**src/rtl/evt_ce_gen.sv**
```systemverilog
// Event front end for the clock-enabled counter: turns an asynchronous event line into
// single-cycle CE strobes with programmable holdoff, issues SRST on request, counts lost events.
module evt_ce_gen #(
   parameter int SYNC_STAGES = 2,
   parameter int HOLDOFF_W   = 4,
   parameter int TMR         = 0
) (
   input  logic                 CLK,
   input  logic                 RST,
   input  logic                 EVT_IN,
   input  logic                 ENA,
   input  logic [HOLDOFF_W-1:0] HOLDOFF,
   input  logic                 CLR_REQ,
   output logic                 CE,
   output logic                 SRST,
   output logic                 BUSY,
   output logic [7:0]           LOST_CNT
);

   localparam int NC = (TMR != 0) ? 3 : 1;
   localparam logic [HOLDOFF_W-1:0] CNT_ONE = HOLDOFF_W'(1'b1);

   typedef enum logic [1:0] {
      IDLE  = 2'd0,
      HOLD  = 2'd1,
      CLEAR = 2'd2
   } state_t;

   typedef struct packed {
      logic [SYNC_STAGES-1:0] sync;
      logic                   hist;
      logic [SYNC_STAGES-1:0] vld;
      logic                   armed;
      state_t                 state;
      logic [HOLDOFF_W-1:0]   cnt;
      logic [7:0]             lost;
      logic                   ce;
      logic                   srst;
      logic                   busy;
   } regs_t;

   localparam int RW = $bits(regs_t);

   function automatic logic [RW-1:0] maj3(input logic [RW-1:0] a,
                                          input logic [RW-1:0] b,
                                          input logic [RW-1:0] c);
      return (a & b) | (a & c) | (b & c);
   endfunction

   regs_t [NC-1:0] cp_r;
   regs_t          vt_s;
   logic           edge_s;
   logic           evt_ok_s;

   // With TMR every copy is read only through the vote, so a single upset never reaches logic.
   generate
      if (TMR != 0) begin : g_vote
         assign vt_s = regs_t'(maj3(cp_r[0], cp_r[1], cp_r[2]));
      end else begin : g_plain
         assign vt_s = cp_r[0];
      end
   endgenerate

   // An edge only counts once the sync output has been seen low after reset (armed).
   assign edge_s   = vt_s.sync[SYNC_STAGES-1] & ~vt_s.hist & vt_s.armed;
   assign evt_ok_s = edge_s & ENA;

   // State update: every copy loads the same next value computed from the voted state.
   always_ff @(posedge CLK or posedge RST) begin
      if (RST) begin
         cp_r <= '0;
      end else begin
         for (int i = 0; i < NC; i++) begin
            cp_r[i].sync  <= {vt_s.sync[SYNC_STAGES-2:0], EVT_IN};
            cp_r[i].hist  <= vt_s.sync[SYNC_STAGES-1];
            cp_r[i].vld   <= {vt_s.vld[SYNC_STAGES-2:0], 1'b1};
            cp_r[i].armed <= vt_s.armed | (vt_s.vld[SYNC_STAGES-1] & ~vt_s.sync[SYNC_STAGES-1]);
            cp_r[i].ce    <= 1'b0;
            cp_r[i].srst  <= 1'b0;
            cp_r[i].cnt   <= vt_s.cnt;
            cp_r[i].lost  <= vt_s.lost;
            case (vt_s.state)
               IDLE: begin
                  if (CLR_REQ) begin
                     cp_r[i].state <= CLEAR;
                     cp_r[i].srst  <= 1'b1;
                     cp_r[i].lost  <= 8'd0;
                     cp_r[i].busy  <= 1'b0;
                  end else if (evt_ok_s) begin
                     cp_r[i].ce  <= 1'b1;
                     cp_r[i].cnt <= HOLDOFF;
                     if (HOLDOFF != '0) begin
                        cp_r[i].state <= HOLD;
                        cp_r[i].busy  <= 1'b1;
                     end else begin
                        cp_r[i].state <= IDLE;
                        cp_r[i].busy  <= 1'b0;
                     end
                  end else begin
                     cp_r[i].state <= IDLE;
                     cp_r[i].busy  <= 1'b0;
                  end
               end
               HOLD: begin
                  if (CLR_REQ) begin
                     cp_r[i].state <= CLEAR;
                     cp_r[i].srst  <= 1'b1;
                     cp_r[i].lost  <= 8'd0;
                     cp_r[i].busy  <= 1'b0;
                  end else begin
                     if (evt_ok_s && (vt_s.lost != 8'hFF)) begin
                        cp_r[i].lost <= vt_s.lost + 8'd1;
                     end else begin
                        cp_r[i].lost <= vt_s.lost;
                     end
                     cp_r[i].cnt <= vt_s.cnt - CNT_ONE;
                     // cnt of 0 cannot occur legitimately; leaving on it bounds a corrupted count
                     if (vt_s.cnt <= CNT_ONE) begin
                        cp_r[i].state <= IDLE;
                        cp_r[i].busy  <= 1'b0;
                     end else begin
                        cp_r[i].state <= HOLD;
                        cp_r[i].busy  <= 1'b1;
                     end
                  end
               end
               CLEAR: begin
                  cp_r[i].state <= IDLE;
                  cp_r[i].busy  <= 1'b0;
               end
               default: begin
                  cp_r[i].state <= IDLE;
                  cp_r[i].busy  <= 1'b0;
               end
            endcase
         end
      end
   end

   assign CE       = vt_s.ce;
   assign SRST     = vt_s.srst;
   assign BUSY     = vt_s.busy;
   assign LOST_CNT = vt_s.lost;

endmodule

```
**config.mk**
```make
export PLATFORM = sky130hd
export DESIGN_NAME = evt_ce_gen
export DESIGN_NICKNAME = d
export VERILOG_FILES = /design/src/rtl/evt_ce_gen.sv
export SDC_FILE = /design/constraint.sdc
export NUM_CORES = 1
export LEC_CHECK = 0
export ABC_AREA = 1
export CORE_ASPECT_RATIO = 1.75
export CORE_MARGIN = 2
export CORE_UTILIZATION = 52
export DETAILED_ROUTE_END_ITERATION = 12
export PLACE_DENSITY = 0.79
export SETUP_SLACK_MARGIN = 0.2
export SKIP_LAST_GASP = 1
export SLEW_MARGIN = 20
export SYNTH_ARGS = -nofsm -noshare
export SYNTH_HDL_FRONTEND = slang
export SYNTH_SLANG_ARGS = --single-unit
```
**constraint.sdc**
```tcl
create_clock -name CLK -period 1.6 [get_ports CLK]
set_input_delay 0.32 -clock CLK [delete_from_list [all_inputs] [get_ports CLK]]
set_output_delay 0.32 -clock CLK [all_outputs]
set_load 0.02 [all_outputs]
```
==> summary.md <==
| Metric | Value |
|---|---|
| Tmin final | `1.42 ns` |
| Ys Warns | `0` |
| Mapped Nets | `174` |
| GP Congestion | `about 0.84` |
| Vias | `1099` |
| Cell taking the most area after synthesis | `dfrtp_1` |
| Starting density of the core | `a little over half` |
| Antenna violations before repair | `0` |
| Antenna Diode Count | `0` |
| Slowest-stage cell, CP | `dfrtp_1` |
| Placed cells | `200` |
| Synth area leaders | `dfrtp_1, nand2_1, nand3_1` |
| Total Wirelength | `roughly 2.6 mm` |
| Sequential-to-total area share from yosys stat | `a little over two fifths` |
| Share of the synthesized area in the top cell type | `between 40 and 50%` |
| Arrival time at the worst endpoint | `between 1 and 1.5 ns` |
| Top layer in use | `met4` |
| CTS Buf Count | `3` |
| Post-synth EDFFs | `0` |
| Die width | `41.3 um` |
| M1 WL | `963 um` |
| Post-synth cell types | `24` |
| Max Clock Freq | `around 710 MHz` |
| Count leader, synth | `nand2_1` |
| Clock Path Buffers | `2` |
| Synth Register Bits | `22` |
| Worst-path clk slew | `approximately 0.080 ns` |
| Power Density | `about 860 mW/mm2` |
| H-tree levels | `1` |
| GR Overflow Total | `0` |
| Final setup viols | `0` |
| Syn Area/Cell | `around 7.8 um2` |
| CTS tree | `done` |
| Critical-path cell list | `dlygate4sd2_1` |
| Critical path class | `register to output pin` |
| Unrepaired setup endpoints after global routing | `true` |
| Post-synth ARST share | `100%` |
| IO Count | `20` |
| Root Driver | `clkbuf_8` |
| Max cap viols | `0` |
| Max Transition Viols Final | `0` |
| TritonRoute pass-1 iters | `4` |
| Largest stage delay, worst path | `0.47 ns` |
| Worst Skew | `0.00217 ns` |
| Fraction of layout cells with a size suffix above 1 | `between 20% and 30%` |
| Post-synth top flop | `dfrtp_1` |
| Worst Setup Slack, final | `0.185 ns` |
| Final Hold Viols | `0` |
| Crit path max fanout | `7` |
| Remaining DRCs | `0` |
| Critical Path RT | `about 1.3 ns` |
| CP startpoint kind | `register` |
| CP Buf/Inv Count | `1` |
| Largest delay share family, worst path | `flip-flops` |
| Setup tns final | `0 ns` |
| PortBufs | `19` |
| WL met3 | `roughly 96 um` |
| Largest net degree at the start of global routing | `23` |
| # rows | `23` |
| Fin crit share | `slightly below 90%` |
| Critical path capture point type | `output pin` |
| Via-to-Cell Ratio | `5.23` |
| Fin nets | `between 150 and 200` |
| Detail Placement HPWL | `1.91 mm` |
| Synth top cells by count | `nand2_1, dfrtp_1, nand3_1` |
| Area of the mapped netlist | `roughly 0.0013 mm2` |
| Final Non-Filler Cells | `between 200 and 250` |
| Drt first-iter violations | `21` |
| GRT Total Usage | `about a fifth` |
| Die Ht | `69.3 um` |
| Die ar. | `0.00286 mm2` |
| Leakage | `0.796 nW` |
| Hold Crit Class | `register to register` |
| Area growth syn-to-layout | `23.8%` |
| Clock sinks | `22` |
| Gate count after technology mapping | `about 160` |
| First-pass GRT wire length | `~3.9 mm` |
| Avg WL per Cell | `~12 um` |
| Vias in the first global route | `about 1.0k` |
| VDD IR max | `1.01 mV` |
| Filler cells | `roughly 190` |
| Core area | `0.00230 mm2` |
| Clock Latency Late Sink | `roughly 0.26 ns` |
| R2R Setup Slk | `approximately 0.22 ns` |
| Post-route ant nets | `0` |
| Status | `finished clean` |
| WL met2 | `1.45 mm` |
| Placement Setup Slack | `0.0198 ns` |
==> cell usage in the layout (no fill, tap or decap), drive strengths merged, types with 2 or more instances in the layout <==
master / Yosys / routed
nand2: 46 / 46
dfrtp: 22 / 22
nand3: 22 / 22
inv: 22 / 22
nor2: 20 / 20
buf: 9 / 10
clkdlybuf4s50: 0 / 8
o21ai: 7 / 7
clkbuf: 1 / 7
dlygate4sd2: 0 / 6
ha: 3 / 3
xor2: 2 / 2
nor3: 2 / 2
==> area by class of cell <==
class | count | area, um2 | area share [%]
Tap cell | 25 | 31.3 | 2.00
Clock buffer | 3 | 41.3 | 2.63
Clock inverter | 1 | 30.0 | 1.92
Multi-Input combinational cell | 107 | 591 | 37.7
Inverter | 23 | 86.3 | 5.51
Timing Repair Buffer | 29 | 238 | 15.2
Sequential cell | 22 | 551 | 35.1
==> flip-flops by register name (all words and copies together) (netlist names) <==
register  count
cp_r         12
SRST          1
LOST_CNT      8
CE            1
==> path summary, 6_finish.rpt <==
path	startpoint	end	cells after the start
worst max-delay path	LOST_CNT[2]	LOST_CNT[2]	1
worst min-delay path	cp_r[21]	cp_r[22]	0
worst max register to register	LOST_CNT[0]	LOST_CNT[2]	10
worst min register to register	cp_r[21]	cp_r[22]	0
max in group asynchronous	RST	LOST_CNT[1]	3
min in group asynchronous	RST	cp_r[22]	3
==> metal layers <==
metal | track usage (%) | vias up
li1 | - | 544
met1 | 20.3 | 516
met2 | 34.9 | 31
met3 | 1.92 | 8
met4 | 9.68 | 0
met5 | 0 | -
==> where the power goes <==
group / total [mW] / internal, mW / switching, mW / leakage [nW]
logic: 0.208 / 0.0879 / 0.120 / 0.480
clock network: 0.506 / 0.334 / 0.172 / 0.0357
registers: 0.628 / 0.599 / 0.0289 / 0.281
==> through the flow <==
step | hold WS [ns] | area, um2 | power, mW | util, %
CTS | 0.360 | 1550 | 1.34 | 67.3
floorplan | 0.309 | 1270 | 0.775 | -
detailed placement | 0.342 | 1450 | 0.843 | 62.8
global placement | 0.334 | 1450 | 0.831 | 62.8
global route | 0.363 | 1570 | 1.41 | 68.1
finish | 0.358 | 1570 | 1.34 | 68.1
==> logic make-up after synthesis <==
family / after synthesis / share of synthesized area, %
buffers and inverters: 33 / 12.4
other: 1 / 0.296
DFF: 22 / 43.5
adders and majority gates: 3 / 2.96
AOI/OAI and AO/OA: 8 / 3.36
xor gates and xnor gates: 2 / 1.38
and+or+nand+nor: 93 / 36.1
==> what timing repair did <==
item | in CTS | in global routing
resized for setup | 15 | 14
gates cloned | 0 | 0
setup buffers | 5 | 1
hold buffers | 0 | 0
pin swaps | 3 | 5
endpoints found under the setup margin | 18 | 18
Power figures use the tool's default switching activity.
